<file path="src/rtl/regs_dump_reader_pkg.sv">
// Shared definitions for the register-dump reader slice.
//   ADDR_W_DEF / DATA_W_DEF : default register address/data widths (32 x 32 register file)
//   state_t                 : dump sequencer states
package regs_dump_reader_pkg;

  localparam int unsigned ADDR_W_DEF = 5;
  localparam int unsigned DATA_W_DEF = 32;

  typedef enum logic [1:0] {
    IDLE,
    RUN,
    DRAIN,
    FIN
  } state_t;

endpackage

</file>
<file path="src/rtl/regs_dump_reader_if.sv">
// Beat stream from the register-dump reader to the debug/trace unit.
//   out_valid : beat present on out_data/out_addr/out_last
//   out_ready : consumer accepts the beat when out_valid & out_ready
//   out_data  : register value
//   out_addr  : register address of the beat
//   out_last  : final beat of the dump
// master = dump reader side, slave = consumer side.
interface regs_dump_reader_if
  import regs_dump_reader_pkg::*;
#(
  parameter int unsigned ADDR_W = ADDR_W_DEF,
  parameter int unsigned DATA_W = DATA_W_DEF
);

  logic              out_valid;
  logic              out_ready;
  logic [DATA_W-1:0] out_data;
  logic [ADDR_W-1:0] out_addr;
  logic              out_last;

  modport master (
    output out_valid,
    output out_data,
    output out_addr,
    output out_last,
    input  out_ready
  );

  modport slave (
    input  out_valid,
    input  out_data,
    input  out_addr,
    input  out_last,
    output out_ready
  );

endinterface

</file>
<file path="src/rtl/regs_dump_reader_outreg.sv">
// regs_dump_outreg: one-entry valid/ready output register for the dump stream.
//   clk, rst  : clock, asynchronous active-high reset
//   load      : capture load_data/load_addr/load_last into the register this edge
//               (caller only asserts it when the slot is empty or being drained)
//   load_*    : beat contents to capture
//   o         : beat stream towards the consumer
module regs_dump_outreg
  import regs_dump_reader_pkg::*;
#(
  parameter int unsigned ADDR_W = ADDR_W_DEF,
  parameter int unsigned DATA_W = DATA_W_DEF
) (
  input  logic              clk,
  input  logic              rst,
  input  logic              load,
  input  logic [DATA_W-1:0] load_data,
  input  logic [ADDR_W-1:0] load_addr,
  input  logic              load_last,
  regs_dump_reader_if.master o
);

  logic              valid_q;
  logic [DATA_W-1:0] data_q;
  logic [ADDR_W-1:0] addr_q;
  logic              last_q;

  always_ff @(posedge clk or posedge rst) begin
    if (rst) begin
      valid_q <= 1'b0;
      data_q  <= '0;
      addr_q  <= '0;
      last_q  <= 1'b0;
    end else if (load) begin
      valid_q <= 1'b1;
      data_q  <= load_data;
      addr_q  <= load_addr;
      last_q  <= load_last;
    end else if (valid_q && o.out_ready) begin
      // Drop last with the accepted beat so out_last never shows without a beat.
      valid_q <= 1'b0;
      last_q  <= 1'b0;
    end
  end

  assign o.out_valid = valid_q;
  assign o.out_data  = data_q;
  assign o.out_addr  = addr_q;
  assign o.out_last  = last_q;

endmodule

</file>
<file path="src/rtl/regs_dump_reader.sv">
// regs_dump_reader: walks a register address range through the register file read
// port and streams each value out, flagging the dump stale if a dumped register is
// overwritten before the dump completes.
//   clk, rst              : core clock, asynchronous active-high reset
//   start                 : 1-cycle dump request, ignored while busy
//   first_addr, last_addr : inclusive range (wraps 31->0), sampled on accepted start
//   rf_addr / rf_rdata    : register file read port (combinational read data)
//   wt_addr / wt_en       : register file write port, monitored only
//   busy                  : dump in progress, accepted start through the done cycle
//   done                  : 1-cycle pulse after the final beat is accepted
//   stale                 : qualified by done; a dumped register was written mid-dump
//   dump                  : beat stream (out_valid/out_ready/out_data/out_addr/out_last)
module regs_dump_reader
  import regs_dump_reader_pkg::*;
#(
  parameter int unsigned ADDR_W  = ADDR_W_DEF,
  parameter int unsigned DATA_W  = DATA_W_DEF,
  parameter bit          SKIP_R0 = 1'b1
) (
  input  logic              clk,
  input  logic              rst,
  input  logic              start,
  input  logic [ADDR_W-1:0] first_addr,
  input  logic [ADDR_W-1:0] last_addr,
  output logic [ADDR_W-1:0] rf_addr,
  input  logic [DATA_W-1:0] rf_rdata,
  input  logic [ADDR_W-1:0] wt_addr,
  input  logic              wt_en,
  output logic              busy,
  output logic              done,
  output logic              stale,
  regs_dump_reader_if.master dump
);

  localparam int unsigned NREG = 1 << ADDR_W;

  state_t            state_q, state_d;
  logic [ADDR_W-1:0] addr_q;
  logic [ADDR_W:0]   cnt_q;     // one extra bit: a full wrap needs 2**ADDR_W steps
  logic [NREG-1:0]   mask_q;    // registers already captured in this dump
  logic              stale_q;

  logic              start_ok;
  logic              slot_free;
  logic              skip;
  logic              step;
  logic              cap;
  logic              wr_hit;
  logic [ADDR_W-1:0] span;
  logic [ADDR_W:0]   cnt_init;
  logic [DATA_W-1:0] cap_data;
  logic              cap_last;

  always_comb begin
    start_ok  = (state_q == IDLE) && start;
    slot_free = !dump.out_valid || dump.out_ready;
    skip      = SKIP_R0 && (addr_q == '0);
    step      = (state_q == RUN) && (skip || slot_free);
    cap       = (state_q == RUN) && !skip && slot_free;
    span      = last_addr - first_addr;
    cnt_init  = {1'b0, span} + (ADDR_W+1)'(1);
    cap_data  = (addr_q == '0) ? '0 : rf_rdata;
    cap_last  = (cnt_q == (ADDR_W+1)'(1));
    // A write hitting the register captured at this very edge also counts: the
    // register file commits on negedge, after the capture.
    wr_hit    = ((state_q == RUN) || (state_q == DRAIN)) && wt_en && (wt_addr != '0)
                && (mask_q[wt_addr] || (cap && (wt_addr == addr_q)));
  end

  always_comb begin
    state_d = state_q;
    unique case (state_q)
      IDLE:    if (start) state_d = RUN;
      RUN:     if (step && cap_last) state_d = DRAIN;
      DRAIN:   if (slot_free) state_d = FIN;
      FIN:     state_d = IDLE;
      default: state_d = IDLE;
    endcase
  end

  always_ff @(posedge clk or posedge rst) begin
    if (rst) begin
      state_q <= IDLE;
      addr_q  <= '0;
      cnt_q   <= '0;
      mask_q  <= '0;
      stale_q <= 1'b0;
    end else begin
      state_q <= state_d;
      if (start_ok) begin
        addr_q  <= first_addr;
        cnt_q   <= cnt_init;
        mask_q  <= '0;
        stale_q <= 1'b0;
      end else begin
        if (step) begin
          addr_q <= addr_q + ADDR_W'(1);
          cnt_q  <= cnt_q - (ADDR_W+1)'(1);
        end
        if (cap) mask_q[addr_q] <= 1'b1;
        if (wr_hit) stale_q <= 1'b1;
      end
    end
  end

  assign rf_addr = (state_q == RUN) ? addr_q : '0;
  assign busy    = (state_q != IDLE);
  assign done    = (state_q == FIN);
  assign stale   = done && stale_q;

  regs_dump_outreg #(
    .ADDR_W (ADDR_W),
    .DATA_W (DATA_W)
  ) u_outreg (
    .clk       (clk),
    .rst       (rst),
    .load      (cap),
    .load_data (cap_data),
    .load_addr (addr_q),
    .load_last (cap_last),
    .o         (dump)
  );

endmodule
</file>
<file path="src/flat_wrapper.sv">
// flat-port wrapper written by rule: the top's interface ports become plain ports
module regs_dump_reader_flat import regs_dump_reader_pkg::*;
#(
  parameter int unsigned ADDR_W  = ADDR_W_DEF,
  parameter int unsigned DATA_W  = DATA_W_DEF,
  parameter bit          SKIP_R0 = 1'b1
)
  (clk, rst, start, first_addr, last_addr, rf_addr, rf_rdata, wt_addr, wt_en, busy, done, stale, dump_out_valid, dump_out_data, dump_out_addr, dump_out_last, dump_out_ready);
  regs_dump_reader_if #(.ADDR_W(ADDR_W), .DATA_W(DATA_W)) dump_i ();
  input  logic clk;
  input  logic rst;
  input  logic start;
  input  logic [ADDR_W-1:0] first_addr;
  input  logic [ADDR_W-1:0] last_addr;
  output logic [ADDR_W-1:0] rf_addr;
  input  logic [DATA_W-1:0] rf_rdata;
  input  logic [ADDR_W-1:0] wt_addr;
  input  logic wt_en;
  output logic busy;
  output logic done;
  output logic stale;
  output wire logic [$bits(dump_i.out_valid)-1:0] dump_out_valid;
  output wire logic [$bits(dump_i.out_data)-1:0] dump_out_data;
  output wire logic [$bits(dump_i.out_addr)-1:0] dump_out_addr;
  output wire logic [$bits(dump_i.out_last)-1:0] dump_out_last;
  input wire logic [$bits(dump_i.out_ready)-1:0] dump_out_ready;
  assign dump_out_valid = dump_i.out_valid;
  assign dump_out_data = dump_i.out_data;
  assign dump_out_addr = dump_i.out_addr;
  assign dump_out_last = dump_i.out_last;
  assign dump_i.out_ready = dump_out_ready;
  regs_dump_reader #(.ADDR_W(ADDR_W), .DATA_W(DATA_W), .SKIP_R0(SKIP_R0)) u_core (.clk(clk), .rst(rst), .start(start), .first_addr(first_addr), .last_addr(last_addr), .rf_addr(rf_addr), .rf_rdata(rf_rdata), .wt_addr(wt_addr), .wt_en(wt_en), .busy(busy), .done(done), .stale(stale), .dump(dump_i));
endmodule
</file>
<file path="config.mk">
export PLATFORM = sky130hd
export DESIGN_NAME = regs_dump_reader_flat
export DESIGN_NICKNAME = d
export VERILOG_FILES = /design/src/rtl/regs_dump_reader_pkg.sv /design/src/rtl/regs_dump_reader_if.sv /design/src/rtl/regs_dump_reader_outreg.sv /design/src/rtl/regs_dump_reader.sv /design/src/flat_wrapper.sv
export SDC_FILE = /design/constraint.sdc
export NUM_CORES = 1
export LEC_CHECK = 0
export CELL_PAD_IN_SITES_DETAIL_PLACEMENT = 1
export CELL_PAD_IN_SITES_GLOBAL_PLACEMENT = 1
export CORE_AREA = 2 2 88 154
export DETAILED_ROUTE_END_ITERATION = 8
export DIE_AREA = 0 0 90 156
export PLACE_DENSITY = 0.83
export SLEW_MARGIN = 20
export SYNTH_ARGS = -nofsm -noshare
export SYNTH_HDL_FRONTEND = slang
export SYNTH_HIERARCHICAL = 1
export SYNTH_SLANG_ARGS = --single-unit
</file>
<file path="constraint.sdc">
create_clock -name clk -period 2.3 [get_ports clk]
set_input_delay 0.69 -clock clk [delete_from_list [all_inputs] [get_ports clk]]
set_output_delay 0.69 -clock clk [all_outputs]
set_load 0.02 [all_outputs]
</file>
# After elaboration in Yosys (flattened, before gate mapping)
# Index checks and enable logic that the tools add are counted.
# totals
register_bits,85
# classes
addsub,4
n_reduce_logical,27
bitwise,1
n_eq_ne,8
n_lt_le_gt_ge,3
mux,21
# ops
op,count
$mux W32,3
$or A32 B32 Y32,1
$mux W5,3
$logic_and A1 B1 Y1,12
$lt A5 B6 Y1 const B,2
$mux W6,2
$reduce_bool A2 Y1,5
$pmux W2 S4,1
$mux W1,7
$add A5 B1 Y6 const B,1
$eq A6 B1 Y1 const B,1
$mux W2,3
$sub A6 B1 Y6 const B,1
$add A5 B1 Y5 const B,1
$bmux W1 S5,1
$demux W1 S5,1
$eq A5 B5 Y1,1
$ge A5 B1 Y1 const B,1
$logic_not A5 Y1,1
$reduce_bool A5 Y1,1
$sub A5 B5 Y5,1
$eq A2 B2 Y1 const B,2
$logic_or A1 B1 Y1,4
$ne A2 B2 Y1 const B,2
5 further kinds,6

# Depth between registers and ports, before layout
# depth
depth_word,9
depth_mapped,9

# By module
# The synthesis kept the hierarchy.
# modules_own_cells
mod,area_per_inst_um2,instances,cells_per_inst
regs_dump_reader,3036.7,1,331
regs_dump_outreg,1471.4,1,86

# Least setup slack after synthesis
# Ideal clock, no wire load.
# synth_timing
kind,input port to flip-flop
startpoint,in last_addr[0]
endpoint,reg u_core.cnt_q[5]
arrival_time_ps,2323
setup_slack_ps,-117
n_path_buf,0
path_stages,8
path_cell_list,inv_1 > ha_1 > inv_1 > fa_1 > or4b_1 > mux2i_1 > nand4_1 > a211oi_1
# synth_via
elab_chain_cells,3
# synth_lines
element,line_no,source
from (decl),flat_wrapper.sv:14,input logic [ADDR_W-1:0] last_addr;
$sub A5 B5 Y5,regs_dump_reader.sv:60,span = last_addr - first_addr;
$add A5 B1 Y6,regs_dump_reader.sv:61,"cnt_init = {1'b0, span} + (ADDR_W+1)'(1);"
$mux W6,regs_dump_reader.sv:90,if (start_ok) begin
to (signal assigned),regs_dump_reader.sv:92,cnt_q <= cnt_init;
to (signal assigned),regs_dump_reader.sv:98,cnt_q <= cnt_q - (ADDR_W+1)'(1);
to (decl),regs_dump_reader.sv:39,logic [ADDR_W:0] cnt_q;
# Every way passes these cells.
# A chain may end at the register's enable or synchronous reset.

# Worst setup path in the final report
# layout_timing
startpoint,in first_addr[1]
endpoint,reg u_core.cnt_q[5]
# layout_via
elab_chain_cells,3
# layout_lines
element,line_no,source
from (decl),flat_wrapper.sv:13,input logic [ADDR_W-1:0] first_addr;
$sub A5 B5 Y5,regs_dump_reader.sv:60,
$add A5 B1 Y6,regs_dump_reader.sv:61,
$mux W6,regs_dump_reader.sv:90,
# Every way passes these cells.

==> metrics.csv <==
stage,metric,value,unit
status,outcome,"complete, but fails checks",
status,violated checks,setup timing,
cts,Root Driver,clkbuf_16,
timing,Max-slew headroom,61.8,%
setup_path,startpoint class of the critical path,input port,
setup_path,WP data arrival,2560,ps
floorplanning,IO Pins,99,
cts,clk buf depth,2,
global_route,first-pass GRT wire length,21.4,mm
synthesis,Async SR Flop Fraction,100,%
synthesis,YS warnings,6,
timing,fin crit share,101,%
floorplanning,Starting Density,35.2,%
routing,Vias/cell,4.98,
placed_design,# port buffers,98,
global_route,GRT Util Overall,19.4,%
timing,final setup fails,1,
global_route,number of global-route vias before repair,4069,
cts,Sink Count,85,
setup_path,R2R depth,7,
floorplanning,DIE WIDTH,90,microns
synthesis,Most used DFF post-synth,dfrtp_1,
placed_design,Setup WS pre-CTS,-876,ps
cts,CTS tree,done,
cells_and_area,Layout Utilization,50.9,%
synthesis,post-synthesis cell area,4510,sq um
routing,Via Count,3647,
global_route,initial antenna violation count,0,
cells_and_area,area of the multi-input gates,2320,sq um
min_path,HP Class,flop to flop,
cells_and_area,synth-to-layout area growth,44.5,%
cells_and_area,fillers,1393,
timing,unrepaired setup endpoints after global routing,true,
setup_path,max incr delay on CP,570,ps
synthesis,Synth Register Bits,85,
cells_and_area,final instance area,6510,sq um
routing,Initial DRC Count,114,
placed_design,placed inst area,5980,sq um
synthesis,Netlist cell types,45,
placed_design,routability cong.,0.845,
setup_path,Worst Path Required,2550,ps
routing,DRC viols,0,
min_path,hold path depth,2,
cts,Worst-path clk slew,60,ps
placed_design,HPWL after DPL,9.55,mm
routing,Final ANT Viol Nets,0,
setup_path,Crit Path Class,input port to flop,
synthesis,Syn Inst Count,417,
power_and_ir_drop,Max VDD drop,0.434,mV
setup_path,"Critical Path, Cell by Cell",clkdlybuf4s15_1 -> inv_2 -> fa_2 -> or4b_4 -> mux2i_4 -> nand4_1 -> a211oi_2,
routing,drt wl/cell,17.9,microns
cells_and_area,diode count,0,
setup_path,Crit. End Element,flop,
cells_and_area,share of layout cells above drive strength 1,25.7,%
timing,minimum clock period,2320,ps
floorplanning,Core Footprint,12800,sq um
cells_and_area,nets@finish,625,
floorplanning,row count,55,
job,max_cap viols,0,
timing,Post-Route Setup TNS,-16.4,ps
cts,CTS H-tree lvls,3,
synthesis,"EDFF count, synth",0,
timing,worst clock skew,6.72,ps
floorplanning,die span in y,156,microns
timing,max frequency,0.432,GHz
synthesis,Mapped Nets,486,
setup_path,CP max-delay cell,fa_2,
timing,Slew @ Worst Pin,571,ps
power_and_ir_drop,"Power, Total",0.00829,W
global_route,GRT overflow,0,
timing,final slew viol count,0,
cts,Num CTS Buffers,9,
cells_and_area,sequential cell area,2130,sq um
routing,total iterations of the first detailed-routing run,4,
floorplanning,die area,14000,sq um
power_and_ir_drop,Static Leak,2.91,nW
timing,worst setup margin,-16.4,ps
global_route,pin count of the biggest net entering global routing,47,
setup_path,worst-path fanout max,2,
synthesis,sequential share of the synthesized area,47.2,%
routing,routed wire length,13.1,mm
cts,clk_lat worst skew,330,ps
timing,Final Hold Viols,0,
synthesis,Syn Area/Cell,10.8,sq um
power_and_ir_drop,Power Density,1270,nW/um^2
## through the flow
step | cells | hold WS [ps]
detailed placement | 708 | 484
finish | 732 | 494
global route | 732 | 518
CTS | 727 | 498
floorplan | 417 | 453
global placement | 708 | 476
## logic make-up (layout without fill, tap and decap cells)
group	after synthesis	in the layout	share of synthesized area, %
compound gates	64	64	8.33
mux	60	60	15.5
buf+inv	43	187	4.75
simple gates	130	130	15.6
xor+xnor	18	18	3.80
flops	85	85	47.2
fa+ha+maj	17	17	4.88
## area by class of cell
cell class,instances,area share (%)
Clock buffer,11,3.88
Clock inverter,5,1.27
Inverter,19,1.13
Multi-Input combinational cell,289,35.7
Sequential cell,85,32.7
Tap cell,171,3.29
Timing Repair Buffer,152,22.1
## metal layers
layer / track usage (%) / vias up / part of all wire [%]
li1: - / 1701 / -
met1: 20.8 / 1832 / 39
met2: 37.3 / 93 / 56
met3: 2.90 / 21 / 2.8
met4: 7.99 / 0 / 2.6
met5: 0 / - / 0
## repair_timing
| action | 4_1_cts | 5_1_grt |
|---|---|---|
| buffers inserted | 3 | 6 |
| resized for setup | 45 | 19 |
| hold buffers | 0 | 0 |
| pin swaps | 12 | 11 |
| setup endpoints to repair | 12 | 14 |
## final timing paths
path | startpoint | endpoint | slack [ps]
worst min-delay path | u_core/mask_q[9] | u_core/mask_q[9] | 490
worst min register to register | u_core/mask_q[9] | u_core/mask_q[9] | 490
worst max-delay path | first_addr[1] | u_core/cnt_q[5] | -20
max in group asynchronous | rst | u_core/cnt_q[0] | 1300
min in group asynchronous | rst | u_core/u_outreg/o.out_data[25] | 740
worst max register to register | u_core/state_q[0] | u_core/cnt_q[5] | 230
## power by group
group          internal (W)  total [W]  leakage, nW  switching, W
Clock               0.00101    0.00158        0.166      0.000573
Sequential          0.00214    0.00255         1.08      0.000409
Combinational       0.00204    0.00415         1.66       0.00211
## synthesized netlist by cell type (10+ instances only)
cell | number | share of area (%)
a21oi_1 | 35 | 3.9
clkbuf_1 | 14 | 1.2
dfrtp_1 | 85 | 47
ha_1 | 16 | 4.4
inv_1 | 19 | 1.6
mux2_2 | 38 | 9.5
mux2i_1 | 18 | 4.0
nand2_1 | 13 | 1.1
nor2_1 | 42 | 3.5
nor2b_1 | 34 | 4.7
o21ai_0 | 10 | 1.1
xor2_1 | 10 | 1.9
## worst max-delay path, delay by kind of cell
kind / cells / cell delay (ps)
AOI/OAI and AO/OA: 1 / 210
adders and majority gates: 1 / 570
buffers and inverters: 2 / 270
muxes: 1 / 180
and+or+nand+nor: 2 / 630
## placed cells by master, fill, tap and decap left out, types with 5 or more instances in the layout
cell,instances
dfrtp_1,85
clkdlybuf4s50_1,84
buf_4,49
nor2_1,42
mux2_2,38
nor2b_1,34
a21oi_1,34
mux2i_1,17
inv_1,14
nand2_1,13
ha_1,11
clkbuf_16,9
xor2_1,9
o21ai_0,9
and2_1,8
xnor2_1,6
nand4_1,5
buf_12,5
## flip-flops by register name (all words and copies together) (netlist names)
| register | count |
|---|---|
| u_core/u_outreg/o.out_data | 32 |
| u_core/stale_q | 1 |
| u_core/mask_q | 32 |
| u_core/state_q | 2 |
| u_core/u_outreg/o.out_last | 1 |
| u_core/u_outreg/o.out_valid | 1 |
| u_core/cnt_q | 6 |
| u_core/u_outreg/o.out_addr | 5 |
| u_core/addr_q | 5 |
Note: power is estimated with default switching activity, not from simulation.
